[src/rtl/nexi_uart_tx_sched.sv]
// Wishbone master feeding the nexi UART: round-robin byte arbitration, THR write,
// wait for TX IRQ (with timeout), then ISR read to clear. One byte in flight at a time.
module nexi_uart_tx_sched #(
    parameter int unsigned NUM_REQ     = 2,
    parameter int unsigned TIMEOUT_CYC = 65535
) (
    input  logic                   clk_i,
    input  logic                   rst_ni,
    input  logic [NUM_REQ-1:0]     req_valid_i,
    input  logic [8*NUM_REQ-1:0]   req_data_i,
    output logic [NUM_REQ-1:0]     req_ready_o,
    output logic                   wb_cyc_o,
    output logic                   wb_stb_o,
    output logic                   wb_we_o,
    output logic [2:0]             wb_addr_o,
    output logic [7:0]             wb_data_o,
    input  logic [7:0]             wb_data_i,
    input  logic                   wb_ack_i,
    input  logic                   uart_irq_i,
    output logic                   busy_o,
    output logic                   timeout_o
);

    localparam int unsigned IDX_W = (NUM_REQ > 1) ? $clog2(NUM_REQ) : 1;
    localparam int unsigned CNT_W = $clog2(TIMEOUT_CYC + 1);
    localparam logic [CNT_W-1:0] CNT_LAST = CNT_W'(TIMEOUT_CYC - 1);

    localparam logic [2:0] ADDR_THR = 3'd1;
    localparam logic [2:0] ADDR_IER = 3'd2;
    localparam logic [2:0] ADDR_ISR = 3'd3;

    localparam logic [2:0] S_INIT     = 3'd0;
    localparam logic [2:0] S_INIT_REL = 3'd1;
    localparam logic [2:0] S_IDLE     = 3'd2;
    localparam logic [2:0] S_WR_THR   = 3'd3;
    localparam logic [2:0] S_WR_REL   = 3'd4;
    localparam logic [2:0] S_WAIT_IRQ = 3'd5;
    localparam logic [2:0] S_RD_ISR   = 3'd6;
    localparam logic [2:0] S_RD_REL   = 3'd7;

    logic [2:0]         state_q, state_d;
    logic [IDX_W-1:0]   rr_q, rr_d;
    logic [IDX_W-1:0]   grant_q, grant_d;
    logic [7:0]         byte_q, byte_d;
    logic [CNT_W-1:0]   cnt_q, cnt_d;
    logic               cyc_q, cyc_d;
    logic               we_q, we_d;
    logic [2:0]         addr_q, addr_d;
    logic [7:0]         wdata_q, wdata_d;
    logic [NUM_REQ-1:0] ready_q, ready_d;
    logic               timeout_q, timeout_d;
    logic               busy_q, busy_d;

    logic               found;
    logic [IDX_W-1:0]   grant_idx;
    logic [IDX_W-1:0]   cand;
    logic [7:0]         sel_byte;

    // ISR contents are read only to clear the interrupt; the value is not needed.
    logic unused_rd_data;
    assign unused_rd_data = ^wb_data_i;

    // Search starts just above the last grant so the previous winner ranks lowest.
    always_comb begin
        found     = 1'b0;
        grant_idx = '0;
        cand      = '0;
        for (int unsigned i = 1; i <= NUM_REQ; i++) begin
            cand = IDX_W'((32'(rr_q) + i) % NUM_REQ);
            if (!found && req_valid_i[cand]) begin
                found     = 1'b1;
                grant_idx = cand;
            end
        end
    end

    assign sel_byte = req_data_i[{grant_idx, 3'b000} +: 8];

    always_comb begin
        state_d   = state_q;
        rr_d      = rr_q;
        grant_d   = grant_q;
        byte_d    = byte_q;
        cnt_d     = cnt_q;
        cyc_d     = cyc_q;
        we_d      = we_q;
        addr_d    = addr_q;
        wdata_d   = wdata_q;
        ready_d   = '0;
        timeout_d = 1'b0;

        case (state_q)
            S_INIT: begin
                if (cyc_q && wb_ack_i) begin
                    cyc_d   = 1'b0;
                    we_d    = 1'b0;
                    addr_d  = '0;
                    wdata_d = '0;
                    state_d = S_INIT_REL;
                end else if (!cyc_q && !wb_ack_i) begin
                    cyc_d   = 1'b1;
                    we_d    = 1'b1;
                    addr_d  = ADDR_IER;
                    wdata_d = 8'h01;
                end
            end
            S_INIT_REL: begin
                if (!wb_ack_i) state_d = S_IDLE;
            end
            S_IDLE: begin
                if (found) begin
                    grant_d = grant_idx;
                    rr_d    = grant_idx;
                    byte_d  = sel_byte;
                    state_d = S_WR_THR;
                    if (!wb_ack_i) begin
                        cyc_d   = 1'b1;
                        we_d    = 1'b1;
                        addr_d  = ADDR_THR;
                        wdata_d = sel_byte;
                    end
                end
            end
            S_WR_THR: begin
                if (cyc_q && wb_ack_i) begin
                    cyc_d            = 1'b0;
                    we_d             = 1'b0;
                    addr_d           = '0;
                    wdata_d          = '0;
                    ready_d[grant_q] = 1'b1;
                    state_d          = S_WR_REL;
                end else if (!cyc_q && !wb_ack_i) begin
                    cyc_d   = 1'b1;
                    we_d    = 1'b1;
                    addr_d  = ADDR_THR;
                    wdata_d = byte_q;
                end
            end
            S_WR_REL: begin
                if (!wb_ack_i) begin
                    cnt_d   = '0;
                    state_d = S_WAIT_IRQ;
                end
            end
            S_WAIT_IRQ: begin
                if (uart_irq_i || (cnt_q == CNT_LAST)) begin
                    timeout_d = !uart_irq_i;
                    state_d   = S_RD_ISR;
                    if (!wb_ack_i) begin
                        cyc_d   = 1'b1;
                        we_d    = 1'b0;
                        addr_d  = ADDR_ISR;
                        wdata_d = '0;
                    end
                end else begin
                    cnt_d = cnt_q + CNT_W'(1);
                end
            end
            S_RD_ISR: begin
                if (cyc_q && wb_ack_i) begin
                    cyc_d   = 1'b0;
                    we_d    = 1'b0;
                    addr_d  = '0;
                    wdata_d = '0;
                    state_d = S_RD_REL;
                end else if (!cyc_q && !wb_ack_i) begin
                    cyc_d   = 1'b1;
                    we_d    = 1'b0;
                    addr_d  = ADDR_ISR;
                    wdata_d = '0;
                end
            end
            S_RD_REL: begin
                if (!wb_ack_i) state_d = S_IDLE;
            end
            default: begin
                cyc_d   = 1'b0;
                we_d    = 1'b0;
                addr_d  = '0;
                wdata_d = '0;
                state_d = S_INIT;
            end
        endcase

        busy_d = (state_d != S_IDLE);
    end

    always_ff @(posedge clk_i or negedge rst_ni) begin
        if (!rst_ni) begin
            state_q   <= S_INIT;
            rr_q      <= IDX_W'(NUM_REQ - 1);
            grant_q   <= '0;
            byte_q    <= '0;
            cnt_q     <= '0;
            cyc_q     <= 1'b0;
            we_q      <= 1'b0;
            addr_q    <= '0;
            wdata_q   <= '0;
            ready_q   <= '0;
            timeout_q <= 1'b0;
            busy_q    <= 1'b0;
        end else begin
            state_q   <= state_d;
            rr_q      <= rr_d;
            grant_q   <= grant_d;
            byte_q    <= byte_d;
            cnt_q     <= cnt_d;
            cyc_q     <= cyc_d;
            we_q      <= we_d;
            addr_q    <= addr_d;
            wdata_q   <= wdata_d;
            ready_q   <= ready_d;
            timeout_q <= timeout_d;
            busy_q    <= busy_d;
        end
    end

    assign wb_cyc_o    = cyc_q;
    assign wb_stb_o    = cyc_q;
    assign wb_we_o     = we_q;
    assign wb_addr_o   = addr_q;
    assign wb_data_o   = wdata_q;
    assign req_ready_o = ready_q;
    assign timeout_o   = timeout_q;
    assign busy_o      = busy_q;

endmodule

[config.mk]
export PLATFORM = sky130hd
export DESIGN_NAME = nexi_uart_tx_sched
export DESIGN_NICKNAME = d
export VERILOG_FILES = /design/src/rtl/nexi_uart_tx_sched.sv
export SDC_FILE = /design/constraint.sdc
export NUM_CORES = 1
export LEC_CHECK = 0
export ABC_AREA = 1
export CAP_MARGIN = 25
export CORE_MARGIN = 1.5
export CORE_UTILIZATION = 40
export CTS_CLUSTER_SIZE = 16
export DETAILED_ROUTE_END_ITERATION = 10
export SLEW_MARGIN = 20
export SYNTH_ARGS = -nofsm -noshare
export SYNTH_HDL_FRONTEND = slang
export SYNTH_SLANG_ARGS = --single-unit
[constraint.sdc]
create_clock -name clk_i -period 2 [get_ports clk_i]
set_input_delay 0.4 -clock clk_i [delete_from_list [all_inputs] [get_ports clk_i]]
set_output_delay 0.4 -clock clk_i [all_outputs]
set_load 0.005 [all_outputs]
# == Yosys cells after proc, flatten, opt, wreduce, memory -nomap -nowiden ==
# Cells that the tools add are included.
# totals
word_cells,122
ff_bits,46
# op_classes
reduce_logical,22
muxes,60
addsub,3
n_eq_ne,20
magnitude_cmp,4
shift,1
# op_table
cell,count
8-bit 2-to-1 mux,10
3-bit 2-to-1 mux,17
8-bit one-hot mux with 5 select lines,1
16-bit 2-to-1 mux,2
16-bit one-hot mux with 2 select lines,1
1-bit 2-to-1 mux,22
3-bit one-hot mux with 7 select lines,1
"16-bit by 1-bit adder with 16-bit output, second input constant",1
"16-bit == test, second input constant",1
16-bit by 5-bit variable part select with 8-bit output,1
3-bit one-hot mux with 5 select lines,1
"3-bit == test, second input constant",4
"2-bit != test, second input constant",6
"3-bit != test, second input constant",3
8-bit AND reduction,1
7-bit AND reduction,1
"3-bit by 2-bit == test with 1-bit output, second input constant",2
"1-bit by 2-bit less-than comparator with 1-bit output, second input constant",3
"3-bit by 1-bit != test with 1-bit output, second input constant",2
5-bit nonzero test,1
1-bit logical AND,4
1-bit zero test,4
2-bit 2-to-1 mux,2
1-bit one-hot mux with 4 select lines,1
16 further kinds,18

# == Depth between registers and ports, before layout ==
# logic_depth
ltp_word,11
depth_mapped,11
ltp_nobuf,11

# == Worst setup path after synthesis ==
# Ideal clock, no wire load.
# synth_timing
path_type,reg-to-reg
startpoint,register cnt_q[0]
endpoint,register busy_q (netlist: busy_o)
stages_incl_launch_ff,11
slack_ns,0.420
t_arrival_ns,1.459
path_cell_list,dfrtp_1 -> inv_1 -> ha_1 -> nand2_1 -> nor2_1 -> nand2_2 -> o21ai_2 -> nand2_2 -> buf_6 -> nor3_4 -> nand2_1
# synth_via
elab_chain_cells,5
# synth_lines
element,line_no,text
"start, declared",45,"logic [CNT_W-1:0] cnt_q, cnt_d;"
"start signal, assigned",207,cnt_q <= cnt_d;
16-bit == test,146,if (uart_irq_i || (cnt_q == CNT_LAST)) begin
1-bit logical OR,146,
3-bit 2-to-1 mux,146,
3-bit one-hot mux with 7 select lines,92,case (state_q)
3-bit by 2-bit != test with 1-bit output,185,busy_d = (state_d != S_IDLE);
via busy_d,52,"logic busy_q, busy_d;"
"end signal, assigned",214,busy_q <= busy_d;
"end, declared",52,
# The timed path passes the listed nets, and every way through them passes these cells.
# A chain may end at the register's enable or synchronous reset.

# == Final worst setup path ==
# layout_timing
startpoint,register cnt_q[0]
endpoint,register cnt_q[15]
# layout_via
elab_chain_cells,4
word_cells_on_any_way,7
cone_classes,add/sub (1); eq/ne (2); mux (2); reduce/logical (2)
# layout_lines
element
branches (longest 4 deep; another with 16-bit by 1-bit adder with 16-bit output)
# Parallel ways; which one is timed is not known. The select of a mux whose other input is x is not followed.

==> metrics.md <==
| Metric | Value |
|---|---|
| WHS | `0.0863 ns` |
| Setup Viol. Count Final | `0` |
| Drt first-iter violations | `85` |
| Clock skew | `0.00572 ns` |
| Number of global-route vias before repair | `2421` |
| Post-Synthesis Cells | `354` |
| R2r setup slk | `0.27 ns` |
| Iteration count of the initial detailed-routing pass | `4` |
| CP Class | `flip-flop to flip-flop` |
| Final Cycle Share | `86.4%` |
| CORE AREA | `6390 um2` |
| Drc violations | `0` |
| Crit path max-delay cell type | `dfrtp_1` |
| Hold Violations, Final | `0` |
| Max-slew headroom | `61.4%` |
| Cts hold-fix bufs | `0` |
| Commonest cells after routing, fill and taps aside | `nand2_1 (101), dfrtp_1 (44), clkdlybuf4s50_1 (37), nor2_1 (36)` |
| Outcome | `complete, no violations` |
| H-Tree Depth | `2` |
| Final wirelength | `5.99 mm` |
| Synthesized cell area | `2640 um2` |
| Met3 WL post-DR | `131 um` |
| Max-cap violations | `0` |
| Reg2reg path depth | `10` |
| Total gr overflow | `0` |
| FFs w/ async S/R, synth | `100%` |
| Worst slew pin tran | `0.578 ns` |
| Clock edge transition at the registers on the reported setup and hold paths | `0.09 ns` |
| Cell chain of the critical path | `inv_1 -> ha_1 -> nand2_1 -> nor2_1 -> nand2_2 -> o21ai_2 -> nand2_2 -> buf_12 -> inv_2 -> o21ai_0` |
| Layout cell share with drive strength beyond 1 | `14.4%` |
| Die H | `84.3 um` |
| Setup bufs post-CTS | `0` |
| Starting Density | `41.4%` |
| Layout Nets | `444` |
| Routed via count | `2418` |
| Routed wl met2 | `2.93 mm` |
| Max Root-Sink Buffers | `2` |
| Pwr Density | `1250 nW/um2` |
| Ys flop type | `dfrtp_1` |
| Tmin final | `1.73 ns` |
| Leading cell type in the layout, fill and taps excluded | `nand2_1` |
| Setup TNS | `0 ns` |
| Area delta synth->final | `25.8%` |
| Worst path arrival time | `1.91 ns` |
| CTS resizes | `0` |
| Pin count of the biggest net entering global routing | `24` |
| Chip Width | `84.3 um` |
| CTS tree | `yes` |
| Clock Tree Root | `clkbuf_8` |
| RR Endpoint | `cnt_q[15]$_DFFE_PN0P_` |
| Vias per cell | `4.95` |
| DR WL/cell | `12.3 um` |
| #FFs+latches synth | `45` |
| CTS Buf Count | `5` |
| RR Startpoint | `cnt_q[0]$_DFFE_PN0P_` |
| Required time worst endpoint | `2.18 ns` |
| Yosys cell types | `33` |
| Metal-1 WL | `2.84 mm` |
| Initial antenna violation count | `0` |
| # fillers | `664` |
| Fmax | `579 MHz` |
| Core Util, Final | `52.1%` |
| First-pass GRT wire length | `10.8 mm` |
| Leak | `0.00161 uW` |
| Mean Syn Cell Area | `7.47 um2` |
| Worst min path class | `primary input to asynchronous set/reset pin` |
| Syn_nets | `388` |
| Maximum VDD drop | `0.577 mV` |
| Diodes inserted | `0` |
| YS warnings | `0` |
| DP HPWL | `4.72 mm` |
| Slowest stage delay, CP | `0.41 ns` |
| Overall routing resource usage | `18.7%` |
| Most frequent CP cell | `nand2_2` |
| Die area | `7110 um2` |
| Crit-path max FO | `9` |
| Sequential fraction of the synthesis area | `42.6%` |
| Max-slew violation count | `0` |
| RSZ-0062 raised after global routing | `false` |
| Num rows | `29` |
| Ports | `48` |
| Worst skew pair latency | `0.30 ns` |
| Register Area | `1130 um2` |
| Crit. End Element | `flip-flop` |
| Number of synthesized flops with an enable pin | `0` |
| GPL Wtd Cong | `0.848` |
| Top Metal Used | `met4` |
| Multi-input logic area | `1310 um2` |
| CP Launch Type | `flip-flop` |
| Port bufs | `38` |
| Clk sinks | `45` |
| Post-route ant nets | `0` |
-- report_power, final --
| part | switching, uW | internal [uW] |
|---|---|---|
| combinational | 1190 | 897 |
| clock | 316 | 313 |
| sequential | 214 | 1220 |
| total | 1730 | 2430 |
-- routing by layer --
layer,vias to the layer above,global-route usage [%]
met5,-,0
met4,0,6.41
met3,8,2.85
met2,34,32.1
met1,1119,23.9
li1,1257,-
-- final cells by class --
class                           instances  area share [%]
Multi-Input combinational cell        261            39.2
Sequential cell                        45            33.9
Timing Repair Buffer                   58            16.5
Inverter                               39            4.40
Clock buffer                            7            2.90
Tap cell                               77            2.90
Clock inverter                          1           0.150
-- through the flow --
step	area, um2	instances	power, uW	worst slack [ns]
finish	3330	488	4150	0.272
global route	3330	488	4570	0.0535
CTS	3330	488	4210	0.238
detailed placement	3230	480	3570	-0.0150
global placement	3230	480	3530	-0.000400
floorplan	2640	354	2840	0.420
-- cell usage after synthesis, drive strengths merged (2+ instances only) --
master	count	area (um2)
nand2	107	417
nand4	11	68.8
o22ai	4	25.0
o21ai	27	161
inv	37	139
nor2	42	178
clkbuf	2	7.51
ha	4	50.1
xor2	4	35.0
nor3	4	31.3
buf	7	57.6
dfrtp	44	1100
nand3	37	200
mux2i	4	40.0
a21oi	8	40.0
clkinv	2	7.51
or2	3	18.8
-- worst max-delay path: cells and delay by family, from the launching register on --
kind | cells | cell delay (ns)
AO/OA/AOI/OAI | 2 | 0.28
AND/OR/NAND/NOR | 4 | 0.32
adder cells (fa/ha/maj) | 1 | 0.16
flip-flops | 1 | 0.41
buffers and inverters | 3 | 0.42
-- worst max path at each step --
stage | start | end | slack, ns | cells past startpoint
after floorplan | cnt_q[0]$_DFFE_PN0P_ | busy_o$_DFF_PN0_ | 0.42 | 10
after global placement | wb_ack_i | busy_o$_DFF_PN0_ | -0.0004 | 7
after detailed placement | wb_ack_i | busy_o$_DFF_PN0_ | -0.02 | 7
after CTS | cnt_q[0]$_DFFE_PN0P_ | cnt_q[15]$_DFFE_PN0P_ | 0.24 | 10
after global routing | cnt_q[0]$_DFFE_PN0P_ | cnt_q[15]$_DFFE_PN0P_ | 0.05 | 11
final | cnt_q[0]$_DFFE_PN0P_ | cnt_q[15]$_DFFE_PN0P_ | 0.27 | 10
-- registers in the layout, indices dropped and copies added, names as in the netlist --
| signal | count |
|---|---|
| req_ready_o | 2 |
| grant_q | 1 |
| byte_q | 8 |
| state_q | 3 |
| wb_addr_o | 2 |
| wb_data_o | 8 |
| wb_we_o | 1 |
| wb_cyc_o | 1 |
| cnt_q | 16 |
| rr_q | 1 |
| timeout_o | 1 |
| busy_o | 1 |
-- logic make-up (layout without fill, tap and decap cells) --
kind of cell | after synthesis | after routing | synth area share [%]
fa+ha+maj | 4 | 4 | 1.89
simple gates | 206 | 206 | 35.1
mux | 4 | 4 | 1.51
xor+xnor | 4 | 4 | 1.32
buf+inv | 48 | 105 | 8.00
other cells | 1 | 1 | 0.142
flops | 45 | 45 | 42.6
compound gates | 42 | 42 | 9.42
Power figures use the tool's default switching activity.
